### config.mk
export PLATFORM = sky130hd
export DESIGN_NAME = mem_ctrl_uart_mc
export DESIGN_NICKNAME = d
export VERILOG_FILES = /design/src/rtl/mctrl_pkg.sv /design/src/rtl/mctrl_rr_arb.sv /design/src/rtl/mem_ctrl_uart_mc.sv
export SDC_FILE = /design/constraint.sdc
export NUM_CORES = 1
export LEC_CHECK = 0
export CAP_MARGIN = 10
export CORE_UTILIZATION = 30
export DETAILED_ROUTE_END_ITERATION = 10
export PLACE_DENSITY = 0.6
export SKIP_LAST_GASP = 1
export SYNTH_ARGS = -nofsm -noshare
export SYNTH_HDL_FRONTEND = slang
export SYNTH_SLANG_ARGS = --single-unit
### constraint.sdc
create_clock -name clk -period 2.45 [get_ports clk]
set_clock_uncertainty 0.05 [all_clocks]
set_input_delay 0.735 -clock clk [delete_from_list [all_inputs] [get_ports clk]]
set_output_delay 0.735 -clock clk [all_outputs]
set_load 0.03 [all_outputs]
### src/rtl/mctrl_pkg.sv
`default_nettype none
// ============================================================================
// Module      : mctrl_pkg
// Description : Shared link command bytes, FSM state encoding and width helpers
//               for the multi-channel UART memory controller.
// Revision    : 1.0 - initial release
// ============================================================================
package mctrl_pkg;

    localparam logic [7:0] CMD_RD = 8'hC0;
    localparam logic [7:0] CMD_WR = 8'h80;

    typedef enum logic [2:0] {
        ST_IDLE  = 3'd0,
        ST_CMD   = 3'd1,
        ST_ADDR  = 3'd2,
        ST_AMSB  = 3'd3,
        ST_LEN   = 3'd4,
        ST_WDATA = 3'd5,
        ST_WMSB  = 3'd6,
        ST_RDATA = 3'd7
    } mctrl_state_t;

    // Whole bytes in a field of the given bit width (AB, DB).
    function automatic int nbytes(input int width);
        return width / 8;
    endfunction

    // Index width for n channels, never narrower than one bit.
    function automatic int idx_w(input int n);
        return (n > 1) ? $clog2(n) : 1;
    endfunction

endpackage
`default_nettype wire

### src/rtl/mctrl_rr_arb.sv
`default_nettype none
// ============================================================================
// Module      : mctrl_rr_arb
// Description : NCH-wide round-robin arbiter; search starts at the pointer,
//               which moves past the winner whenever a grant is taken.
// Revision    : 1.0 - initial release
// ============================================================================
module mctrl_rr_arb
    import mctrl_pkg::*;
#(
    parameter int NCH = 2,
    parameter int PW  = idx_w(NCH)
) (
    input  logic           clk,
    input  logic           rst,
    input  logic [NCH-1:0] req,
    input  logic           advance,
    output logic [NCH-1:0] grant,
    output logic [PW-1:0]  gnt_idx,
    output logic           any_req
);

    logic [PW-1:0] r_ptr;
    logic [PW-1:0] w_idx;
    logic          w_found;

    assign any_req = |req;

    always_comb begin
        grant   = '0;
        gnt_idx = '0;
        w_idx   = '0;
        w_found = 1'b0;
        for (int k = 0; k < NCH; k++) begin
            w_idx = PW'((int'(r_ptr) + k) % NCH);
            if (!w_found && req[w_idx]) begin
                grant[w_idx] = 1'b1;
                gnt_idx      = w_idx;
                w_found      = 1'b1;
            end
        end
    end

    always_ff @(posedge clk) begin
        if (rst) begin
            r_ptr <= '0;
        end else if (advance && any_req) begin
            r_ptr <= PW'((int'(gnt_idx) + 1) % NCH);
        end
    end

endmodule
`default_nettype wire

### src/rtl/mem_ctrl_uart_mc.sv
`default_nettype none
// ============================================================================
// Module      : mem_ctrl_uart_mc
// Description : Round-robin multi-channel cache request bridge onto an 8-bit
//               UART byte link. Optional RX idle timeout: MCTRL_RX_TIMEOUT_EN.
// Revision    : 1.0 - initial release
// ============================================================================
module mem_ctrl_uart_mc
    import mctrl_pkg::*;
#(
    parameter int NCH         = 2,
    parameter int ADDR_W      = 32,
    parameter int DATA_W      = 32,
    parameter int LEN_W       = 2,
    parameter int TIMEOUT_CYC = 1024
) (
    input  logic                  clk,
    input  logic                  rst,
    input  logic [NCH-1:0]        c_req,
    input  logic [NCH-1:0]        c_rw,
    input  logic [NCH*LEN_W-1:0]  c_len,
    input  logic [NCH*ADDR_W-1:0] c_addr,
    input  logic [NCH*DATA_W-1:0] c_din,
    output logic [DATA_W-1:0]     c_dout,
    output logic [NCH-1:0]        c_ack,
    output logic                  c_err,
    output logic [7:0]            u_dout,
    output logic                  u_we,
    input  logic                  u_wa,
    input  logic [7:0]            u_din,
    output logic                  u_re,
    input  logic                  u_ra
);

    localparam int AB = nbytes(ADDR_W);
    localparam int DB = nbytes(DATA_W);
    localparam int PW = idx_w(NCH);

    if (NCH < 1 || NCH > 4) begin : g_chk_nch
        $error("NCH must be 1..4");
    end
    if (AB < 2 || AB > 7 || DB < 2 || DB > 7) begin : g_chk_width
        $error("ADDR_W and DATA_W must be 16..56");
    end
    if ((1 << LEN_W) < DB) begin : g_chk_len
        $error("LEN_W too narrow for DATA_W");
    end
    if (TIMEOUT_CYC < 1) begin : g_chk_timeout
        $error("TIMEOUT_CYC must be positive");
    end

    mctrl_state_t        r_state;
    logic [2:0]          r_cnt;
    logic                r_rw;
    logic [LEN_W-1:0]    r_len;
    logic [ADDR_W-1:0]   r_addr;
    logic [DATA_W-1:0]   r_din;
    logic [PW-1:0]       r_win;
    logic [DATA_W-1:0]   r_dout;
    logic [DATA_W-1:0]   r_rdbuf;
    logic [NCH-1:0]      r_ack;

    logic [NCH-1:0]      w_gnt;
    logic [PW-1:0]       w_gidx;
    logic                w_any;
    logic                w_adv;
    logic                w_rw_sel;
    logic [LEN_W-1:0]    w_len_sel;
    logic [LEN_W-1:0]    w_len_clamp;
    logic [ADDR_W-1:0]   w_addr_sel;
    logic [DATA_W-1:0]   w_din_sel;
    logic [6:0]          w_a7;
    logic [6:0]          w_d7;
    logic [7:0]          w_amsb;
    logic [7:0]          w_wmsb;
    logic [DATA_W-1:0]   w_rx_word;
    logic [NCH-1:0]      w_win_1h;
    logic                w_cnt_ab;
    logic                w_cnt_len;
    logic                w_tx_state;

    // No grant in the ack cycle, so a requester has one cycle to drop c_req.
    assign w_adv = (r_state == ST_IDLE) && (r_ack == '0) && w_any;

    mctrl_rr_arb #(
        .NCH (NCH),
        .PW  (PW)
    ) u_arb (
        .clk     (clk),
        .rst     (rst),
        .req     (c_req),
        .advance (w_adv),
        .grant   (w_gnt),
        .gnt_idx (w_gidx),
        .any_req (w_any)
    );

    always_comb begin
        w_rw_sel   = 1'b0;
        w_len_sel  = '0;
        w_addr_sel = '0;
        w_din_sel  = '0;
        for (int k = 0; k < NCH; k++) begin
            if (w_gnt[k]) begin
                w_rw_sel   = c_rw[k];
                w_len_sel  = c_len[k*LEN_W +: LEN_W];
                w_addr_sel = c_addr[k*ADDR_W +: ADDR_W];
                w_din_sel  = c_din[k*DATA_W +: DATA_W];
            end
        end
    end

    assign w_len_clamp = (int'(w_len_sel) > DB - 1) ? LEN_W'(DB - 1) : w_len_sel;

    // Link bytes carry 7 payload bits; the MSBs travel later in a packed byte.
    assign w_a7      = 7'(r_addr >> {r_cnt, 3'b000});
    assign w_d7      = 7'(r_din >> {r_cnt, 3'b000});
    assign w_rx_word = r_rdbuf | (DATA_W'(u_din) << {r_cnt, 3'b000});
    assign w_win_1h  = NCH'(1) << r_win;
    assign w_cnt_ab  = (int'(r_cnt) == AB - 1);
    assign w_cnt_len = (int'(r_cnt) == int'(r_len));

    always_comb begin
        w_amsb = '0;
        w_wmsb = '0;
        for (int i = 0; i < AB; i++) begin
            w_amsb[i] = r_addr[8*i+7];
        end
        for (int i = 0; i < DB; i++) begin
            if (i <= int'(r_len)) begin
                w_wmsb[i] = r_din[8*i+7];
            end
        end
    end

    assign w_tx_state = (r_state != ST_IDLE) && (r_state != ST_RDATA);
    assign u_we       = w_tx_state & u_wa;
    assign u_re       = (r_state == ST_RDATA) & u_ra;
    assign c_ack      = r_ack;
    assign c_dout     = r_dout;

    always_comb begin
        u_dout = 8'h00;
        case (r_state)
            ST_CMD:   u_dout = r_rw ? CMD_RD : CMD_WR;
            ST_ADDR:  u_dout = {1'b0, w_a7};
            ST_AMSB:  u_dout = w_amsb;
            ST_LEN:   u_dout = 8'(r_len);
            ST_WDATA: u_dout = {1'b0, w_d7};
            ST_WMSB:  u_dout = w_wmsb;
            default:  u_dout = 8'h00;
        endcase
    end

`ifdef MCTRL_RX_TIMEOUT_EN
    localparam int TW = $clog2(TIMEOUT_CYC + 1);
    logic [TW-1:0] r_to;
    logic          r_err;
    logic          w_to_hit;

    assign w_to_hit = (int'(r_to) == TIMEOUT_CYC - 1);
    assign c_err    = r_err;

    always_ff @(posedge clk) begin
        if (rst || (r_state != ST_RDATA) || u_ra) begin
            r_to <= '0;
        end else begin
            r_to <= r_to + 1'b1;
        end
    end
`else
    assign c_err = 1'b0;
`endif

    always_ff @(posedge clk) begin
        if (rst) begin
            r_state <= ST_IDLE;
            r_cnt   <= '0;
            r_rw    <= 1'b0;
            r_len   <= '0;
            r_addr  <= '0;
            r_din   <= '0;
            r_win   <= '0;
            r_dout  <= '0;
            r_rdbuf <= '0;
            r_ack   <= '0;
`ifdef MCTRL_RX_TIMEOUT_EN
            r_err   <= 1'b0;
`endif
        end else begin
            r_ack <= '0;
`ifdef MCTRL_RX_TIMEOUT_EN
            r_err <= 1'b0;
`endif
            case (r_state)
                ST_IDLE: begin
                    if (w_adv) begin
                        r_rw    <= w_rw_sel;
                        r_len   <= w_len_clamp;
                        r_addr  <= w_addr_sel;
                        r_din   <= w_din_sel;
                        r_win   <= w_gidx;
                        r_state <= ST_CMD;
                    end
                end
                ST_CMD: begin
                    if (u_wa) begin
                        r_cnt   <= '0;
                        r_state <= ST_ADDR;
                    end
                end
                ST_ADDR: begin
                    if (u_wa) begin
                        if (w_cnt_ab) r_state <= ST_AMSB;
                        else          r_cnt   <= r_cnt + 3'd1;
                    end
                end
                ST_AMSB: begin
                    if (u_wa) r_state <= ST_LEN;
                end
                ST_LEN: begin
                    if (u_wa) begin
                        r_cnt   <= '0;
                        r_rdbuf <= '0;
                        r_state <= r_rw ? ST_RDATA : ST_WDATA;
                    end
                end
                ST_WDATA: begin
                    if (u_wa) begin
                        if (w_cnt_len) r_state <= ST_WMSB;
                        else           r_cnt   <= r_cnt + 3'd1;
                    end
                end
                ST_WMSB: begin
                    if (u_wa) begin
                        r_ack   <= w_win_1h;
                        r_state <= ST_IDLE;
                    end
                end
                ST_RDATA: begin
                    if (u_ra) begin
                        r_rdbuf <= w_rx_word;
                        if (w_cnt_len) begin
                            r_dout  <= w_rx_word;
                            r_ack   <= w_win_1h;
                            r_state <= ST_IDLE;
                        end else begin
                            r_cnt <= r_cnt + 3'd1;
                        end
                    end
`ifdef MCTRL_RX_TIMEOUT_EN
                    else if (w_to_hit) begin
                        r_dout  <= '0;
                        r_ack   <= w_win_1h;
                        r_err   <= 1'b1;
                        r_state <= ST_IDLE;
                    end
`endif
                end
                default: r_state <= ST_IDLE;
            endcase
        end
    end

endmodule
`default_nettype wire

==> impl_metrics.toml, run 1 <==
[die]
fp-row-count = 53
dieHeight_um = 148
die_w_um = 148
design.portCount = 193
die_outline_area_mm2 = 0.0219
core_mm2 = 0.0210
initial_core_util_pct = 30.6

[pwr]
p_sw_uw = 3620
p_comb_share_pct = 41.9
switching_share_of_power_pct = 37.0
report.power.total_uw = 9780
clockPowerShare_pct = 25.8
ir_drop_uv = 419
power.share.sequential_pct = 32.2
power.density_cell_area_mw_per_mm2 = 1010
internal_power_uw = 6160
power_leakage_uw = 0.00357

[worst_setup_path]
arrival_ns = 2.07
setup.worst_path.end_class = "primary output"
worstReg2RegStart = "r_cnt[0]"
crit_path_max_incr_delay_ns = 0.48
worst-r2r-setup-slack_ns = 0.15
critical-path-slowest-cell = "sky130_fd_sc_hd__mux4_2"
timing.critical_path.fanout_max = 6
critical_path_required_ns = 1.66
timing.critical_path.cells = "nand3b_4 > buf_12 > mux4_2 > nand2b_4 > a32o_2 > buf_6"
worst_setup_path_start_kind = "flop"
timing.rr.end = "r_cnt[0]"
rr_worst_depth = 8
timing_worst_setup_path_type = "flop to primary output"

[yosys]
synthAdderAreaFrac_pct = 0.391
mappedNetlistNets = 865
synth_cell_types = 55
syn-mean-instance-area_um2 = 8.96
netlist_area_mm2 = 0.00640
muxShareOfSynthArea_pct = 5.78
synth_edf_count = 0
ys_warn_count = 0
synth-seq-cells = 141
largest_family_of_logic_cells_by_synthesized_area = "compound AO/OA/AOI/OAI gates"
synth_xor_area_share_pct = 0.410
synth_seq_area_share_pct = 44.1
postSynth.topFlopCell = "sky130_fd_sc_hd__dfxtp_1"
synth-simple-area-share_pct = 18.7
synth_compound_gate_area_share_pct = 24.0
synth_cells = 715
synth-async-reset-ratio_pct = 0

[grt]
grt_pass1_vias = 5956
grt_max_degree = 71
grt_pass1_wl_mm = 31.8
antenna_violations_before_repair = 0
remaining_global_route_overflow = 0
grt.total_usage_pct = 18.7

[hold_path]
hold_class = "flop to flop"
worstHoldEndpoint = "c_ack[0]"
min_path_cells = 1
timing.hold.worst.start = "r_win"

[cells_and_area]
fillerInstances = 2083
mostFrequentLayoutCell = "sky130_fd_sc_hd__clkdlybuf4s50_1"
num-nets-final = 1064
area_delta_synth_final_pct = 51.5
layout_common_cells = "sky130_fd_sc_hd__clkdlybuf4s50_1 (180), sky130_fd_sc_hd__dfxtp_1 (138), sky130_fd_sc_hd__nor2_1 (135)"
final_instance_area_mm2 = 0.00970
ratio_of_cells_with_drive_above_1_in_the_final_layout_pct = 18.0
diodes = 0

[placement]
postPlaceCellArea_mm2 = 0.00899
io_buffer_count = 191
globalplace.congestion = 0.768
hpwl_after_detailed_placement_mm = 14.8

[clocking]
cts.htree.levels = 4
tritoncts_num_sinks = 141
clock_tree.root_cell = "sky130_fd_sc_hd__clkbuf_16"
cts_tree = "yes"
clk_latency_ns = 0.42
cts_buffers = 17
clk_pin_slew_ns = 0.06
cts.path.max_buffers = 2
cts_hold_buffers = 0

[job]
max_cap_check_violation_count = 0

[timing]
hold_viol = 0
finalWorstSetupSlack_ns = -0.405
min_period_ns = 2.86
timing.fmax_ghz = 0.350
setup_viol = 7
total_count_of_max_transition_violations_in_the_final_report = 0
rsz0062_at_grt = "true"
min_period_over_period_pct = 117

[routing]
number_of_vias_in_the_routed_layout = 6233
drt-initial-drc-count = 403
detailedRoute.firstPassIterationCount = 8
route.detailed.vias_per_inst = 5.19
final_antenna_net_count = 0
post-route-drc-count = 2
avgRoutedWirePerCell_um = 16.8
wl_mm = 20.2

[status]
status = "finished, violations left"
failing_checks = "design-rule violations, negative setup slack"
## cell families (layout without fill, tap and decap cells)
kind of cell / after synthesis / in the layout
simple gates: 254 / 254
compound gates: 203 / 203
flops: 141 / 141
buf+inv: 87 / 299
mux: 24 / 24
xor+xnor: 3 / 3
fa+ha+maj: 2 / 2
other cells: 1 / 1
## synthesized netlist by cell type, types with 3 or more instances
cell type,number,area (µm²)
sky130_fd_sc_hd__dfxtp_1,141,2820
sky130_fd_sc_hd__nor2_1,137,514
sky130_fd_sc_hd__nor3_1,70,350
sky130_fd_sc_hd__a221oi_1,68,596
sky130_fd_sc_hd__a21oi_1,40,200
sky130_fd_sc_hd__clkbuf_1,40,150
sky130_fd_sc_hd__a22oi_1,34,255
sky130_fd_sc_hd__a211oi_1,29,218
sky130_fd_sc_hd__buf_2,21,105
sky130_fd_sc_hd__mux2i_1,13,130
sky130_fd_sc_hd__mux4_2,9,203
sky130_fd_sc_hd__nand2_1,9,33.8
sky130_fd_sc_hd__clkbuf_2,8,40.0
sky130_fd_sc_hd__o21ai_0,7,35.0
sky130_fd_sc_hd__inv_1,6,22.5
sky130_fd_sc_hd__nor2b_1,6,37.5
sky130_fd_sc_hd__buf_4,5,37.5
sky130_fd_sc_hd__buf_6,5,56.3
sky130_fd_sc_hd__a211oi_2,4,50.1
sky130_fd_sc_hd__and2_1,4,25.0
sky130_fd_sc_hd__nand3_1,4,20.0
sky130_fd_sc_hd__a32o_1,3,30.0
sky130_fd_sc_hd__and3_1,3,18.8
## cell type report
cell class              instances  area, µm²  area share (%)
multi-input cells             487       3320            34.2
well taps                     275        344            3.55
repair buffers                261       2610            26.9
clock inverters                15        159            1.64
flip-flops and latches        141       2830            29.1
clock buffers                  17        425            4.39
inverters                       6       22.5           0.232
## layer usage
layer	share of wire, %	global-route usage [%]
met5	0	0
met4	0.98	4.28
met3	5.2	4.36
met2	48	30.5
met1	46	25.0
## worst max-delay path: cells and delay by family (launching register included)
kind | cells | cell delay (ns)
buf+inv | 2 | 0.28
simple gates | 2 | 0.33
mux | 1 | 0.48
flops | 1 | 0.32
compound gates | 1 | 0.24
## stage by stage
| stage | setup TNS (ns) | std cells | utilization [%] | hold WS [ns] | setup slack, ns |
|---|---|---|---|---|---|
| finish | -2.63 | 1202 | 46.3 | 0.421 | -0.405 |
| global placement | -2.93 | 1167 | 42.9 | 0.421 | -0.284 |
| global route | -3.14 | 1202 | 46.3 | 0.457 | -0.474 |
| floorplan | -0.0658 | 715 | - | 0.363 | -0.0237 |
| detailed placement | -3.65 | 1167 | 42.9 | 0.411 | -0.296 |
| CTS | -2.81 | 1202 | 46.2 | 0.425 | -0.424 |
## flip-flops by register name (all words and copies together), names as in the netlist, 2 cells and up
name and flops:
r_rdbuf 32, r_state 3, c_dout 32, r_addr 32, r_din 32, r_len 2, r_cnt 3, c_ack 2
## power by group through the flow
stage | Sequential [µW] | Combinational [µW] | Clock [µW]
floorplan | 3050 | 2470 | 0
global placement | 3170 | 3950 | 0
detailed placement | 3190 | 3970 | 0
CTS | 3150 | 4120 | 2580
global route | 3220 | 4500 | 2700
finish | 3150 | 4100 | 2530
## worst max-delay path by stage
stage / slack [ns] / to / cells after the start / from
finish: -0.41 / u_dout[6] / 6 / r_state[1]
global placement: -0.28 / r_addr[29] / 7 / c_req[1]
CTS: -0.42 / u_dout[6] / 6 / r_state[1]
global route: -0.47 / u_dout[6] / 6 / r_state[1]
floorplan: -0.02 / u_dout[4] / 6 / r_state[0]
detailed placement: -0.30 / r_addr[29] / 7 / c_req[1]
## repair_timing
item / in CTS / in global routing
hold endpoints to repair: 0 / 0
endpoints found under the setup margin: 9 / 10
pin swaps: 2 / 2
setup buffers: 3 / 0
gates resized for setup: 24 / 6
No activity file was read; power rests on OpenSTA's default activity.
==> inputs of run 2 (changes only) <==
Settings changed: CORE_MARGIN from default to 8, MAX_ROUTING_LAYER from default to met4, PLACE_DENSITY 0.6 to 0.62.
Clock period 2.45 ns to 2.5 ns, I/O delays scaled along.
==> run 2 against run 1 <==
First-iteration DRC count rose by 9.4%. The run ends with negative setup slack left. Power rose by 4.6%. Cell count fell by 0.17%. Utilization rose by 0.84 points. Combinational power rose by 4%. Non-clock buffer count fell by 1. Routed wire length rose by 8.7%. Critical path type unchanged. Largest power group unchanged. Highest routed layer unchanged.
==> impl_metrics.toml, run 2 (synthesis gave the netlist of run 1 again) <==
[cells_and_area]
area_delta_synth_final_pct = 54.7
num-nets-final = 1063
diodes = 0
ratio_of_cells_with_drive_above_1_in_the_final_layout_pct = 18.1
final_core_utilization_pct = 47.1
fillerInstances = 1981
mostFrequentLayoutCell = "sky130_fd_sc_hd__clkdlybuf4s50_1"
final_instance_area_mm2 = 0.00991
layout_common_cells = "sky130_fd_sc_hd__clkdlybuf4s50_1 (180), sky130_fd_sc_hd__dfxtp_1 (137), sky130_fd_sc_hd__nor2_1 (135)"

[worst_setup_path]
setup.worst_path.end_class = "primary output"
timing.critical_path.fanout_max = 6
crit_path_max_incr_delay_ns = 0.50
timing_worst_setup_path_type = "flop to primary output"
critical-path-slowest-cell = "sky130_fd_sc_hd__mux4_2"
timing.critical_path.cells = "nand3b_4 > buf_12 > mux4_2 > nand2b_4 > a31o_4 > buf_6"
arrival_ns = 2.07
critical_path_required_ns = 1.70
worst-r2r-setup-slack_ns = 0.32
worst_setup_path_start_kind = "flop"

[job]
max_cap_check_violation_count = 0

[routing]
number_of_vias_in_the_routed_layout = 6246
route.detailed.vias_per_inst = 5.21
drt-initial-drc-count = 441
post-route-drc-count = 0
final_antenna_net_count = 0
avgRoutedWirePerCell_um = 18.3
wl_mm = 21.9
detailedRoute.firstPassIterationCount = 5

[die]
fp-row-count = 53
dieHeight_um = 162
initial_core_util_pct = 30.5
die_w_um = 162
die_outline_area_mm2 = 0.0263
core_mm2 = 0.0210
design.portCount = 193

[status]
status = "finished, violations left"
failing_checks = "negative setup slack"

[clocking]
cts_hold_buffers = 0
cts.htree.levels = 4
cts_tree = "yes"
cts.path.max_buffers = 2
clk_pin_slew_ns = 0.06
clk_latency_ns = 0.42
tritoncts_num_sinks = 141
cts_buffers = 17
clock_tree.root_cell = "sky130_fd_sc_hd__clkbuf_16"

[timing]
min_period_over_period_pct = 115
min_period_ns = 2.87
slew-limit-headroom_pct = 60.0
hold_viol = 0
setup_viol = 7
total_count_of_max_transition_violations_in_the_final_report = 0
finalWorstSetupSlack_ns = -0.367
timing_worst_slew_pin_value_ns = 0.599
timing.fmax_ghz = 0.349
rsz0062_at_grt = "true"

[placement]
postPlaceCellArea_mm2 = 0.00898
globalplace.congestion = 0.799
io_buffer_count = 191
hpwl_after_detailed_placement_mm = 16.1

[grt]
grt_pass1_vias = 6360
grt_pass1_wl_mm = 34.2
antenna_violations_before_repair = 0
grt.total_usage_pct = 17.0
grt_max_degree = 65
remaining_global_route_overflow = 0

[pwr]
power_leakage_uw = 0.00364
ir_drop_uv = 449
power.density_cell_area_mw_per_mm2 = 1030

[hold_path]
hold_class = "flop to flop"
[run 2: critical path, delay by kind of cell (launching register included)]
kind / cells / cell delay [ns]
multiplexers: 1 / 0.50
flip-flops: 1 / 0.33
AND/OR/NAND/NOR: 2 / 0.33
buffers and inverters: 2 / 0.27
AO/OA/AOI/OAI: 1 / 0.22
[run 2: worst paths after layout]
path	from	cells after the start	to
worst max-delay path	r_state[1]	6	u_dout[0]
worst min-delay path	r_win	1	c_ack[0]
worst max register to register	r_cnt[1]	7	r_state[2]
worst min register to register	r_win	1	c_ack[0]
[run 2: final cells by class]
type | count | area, µm² | area share [%]
Tap cell | 275 | 344 | 3.47
Sequential cell | 141 | 2830 | 28.6
Timing Repair Buffer | 260 | 2690 | 27.1
Multi-Input combinational cell | 487 | 3360 | 33.9
Inverter | 6 | 28.8 | 0.290
Clock inverter | 14 | 231 | 2.34
Clock buffer | 17 | 425 | 4.29
[run 2: metrics by stage]
step	hold WS (ns)	instances	setup WS, ns	setup TNS, ns	power (µW)
finish	0.428	1200	-0.367	-2.39	10200
global route	0.461	1200	-0.434	-2.87	10800
CTS	0.432	1194	-0.370	-2.51	10100
detailed placement	0.419	1161	-0.0645	-0.422	7020
global placement	0.409	1161	-0.0115	-0.0369	7000
floorplan	0.363	715	-0.0979	-0.208	5370
[run 2: metal layers]
metal / vias up / global-route usage, % / wire [µm]
li1: 3088 / - / -
met1: 2918 / 21.9 / 10200
met2: 223 / 26.3 / 10300
met3: 17 / 3.70 / 1150
met4: 0 / 4.84 / 266
met5: - / - / 0
[run 2: power by group]
group          internal (µW)  total [µW]  switching (µW)  leakage (µW)
Combinational           2090        4280            2190       0.00217
Sequential              2760        3120             366       0.00115
Clock                   1790        2830            1040      0.000315
[run 2: timing repair]
action,CTS,global route
gates resized for setup,29,21
cloned,0,0
buffers inserted,2,7
pin swaps,0,4
endpoints found under the setup margin,9,12
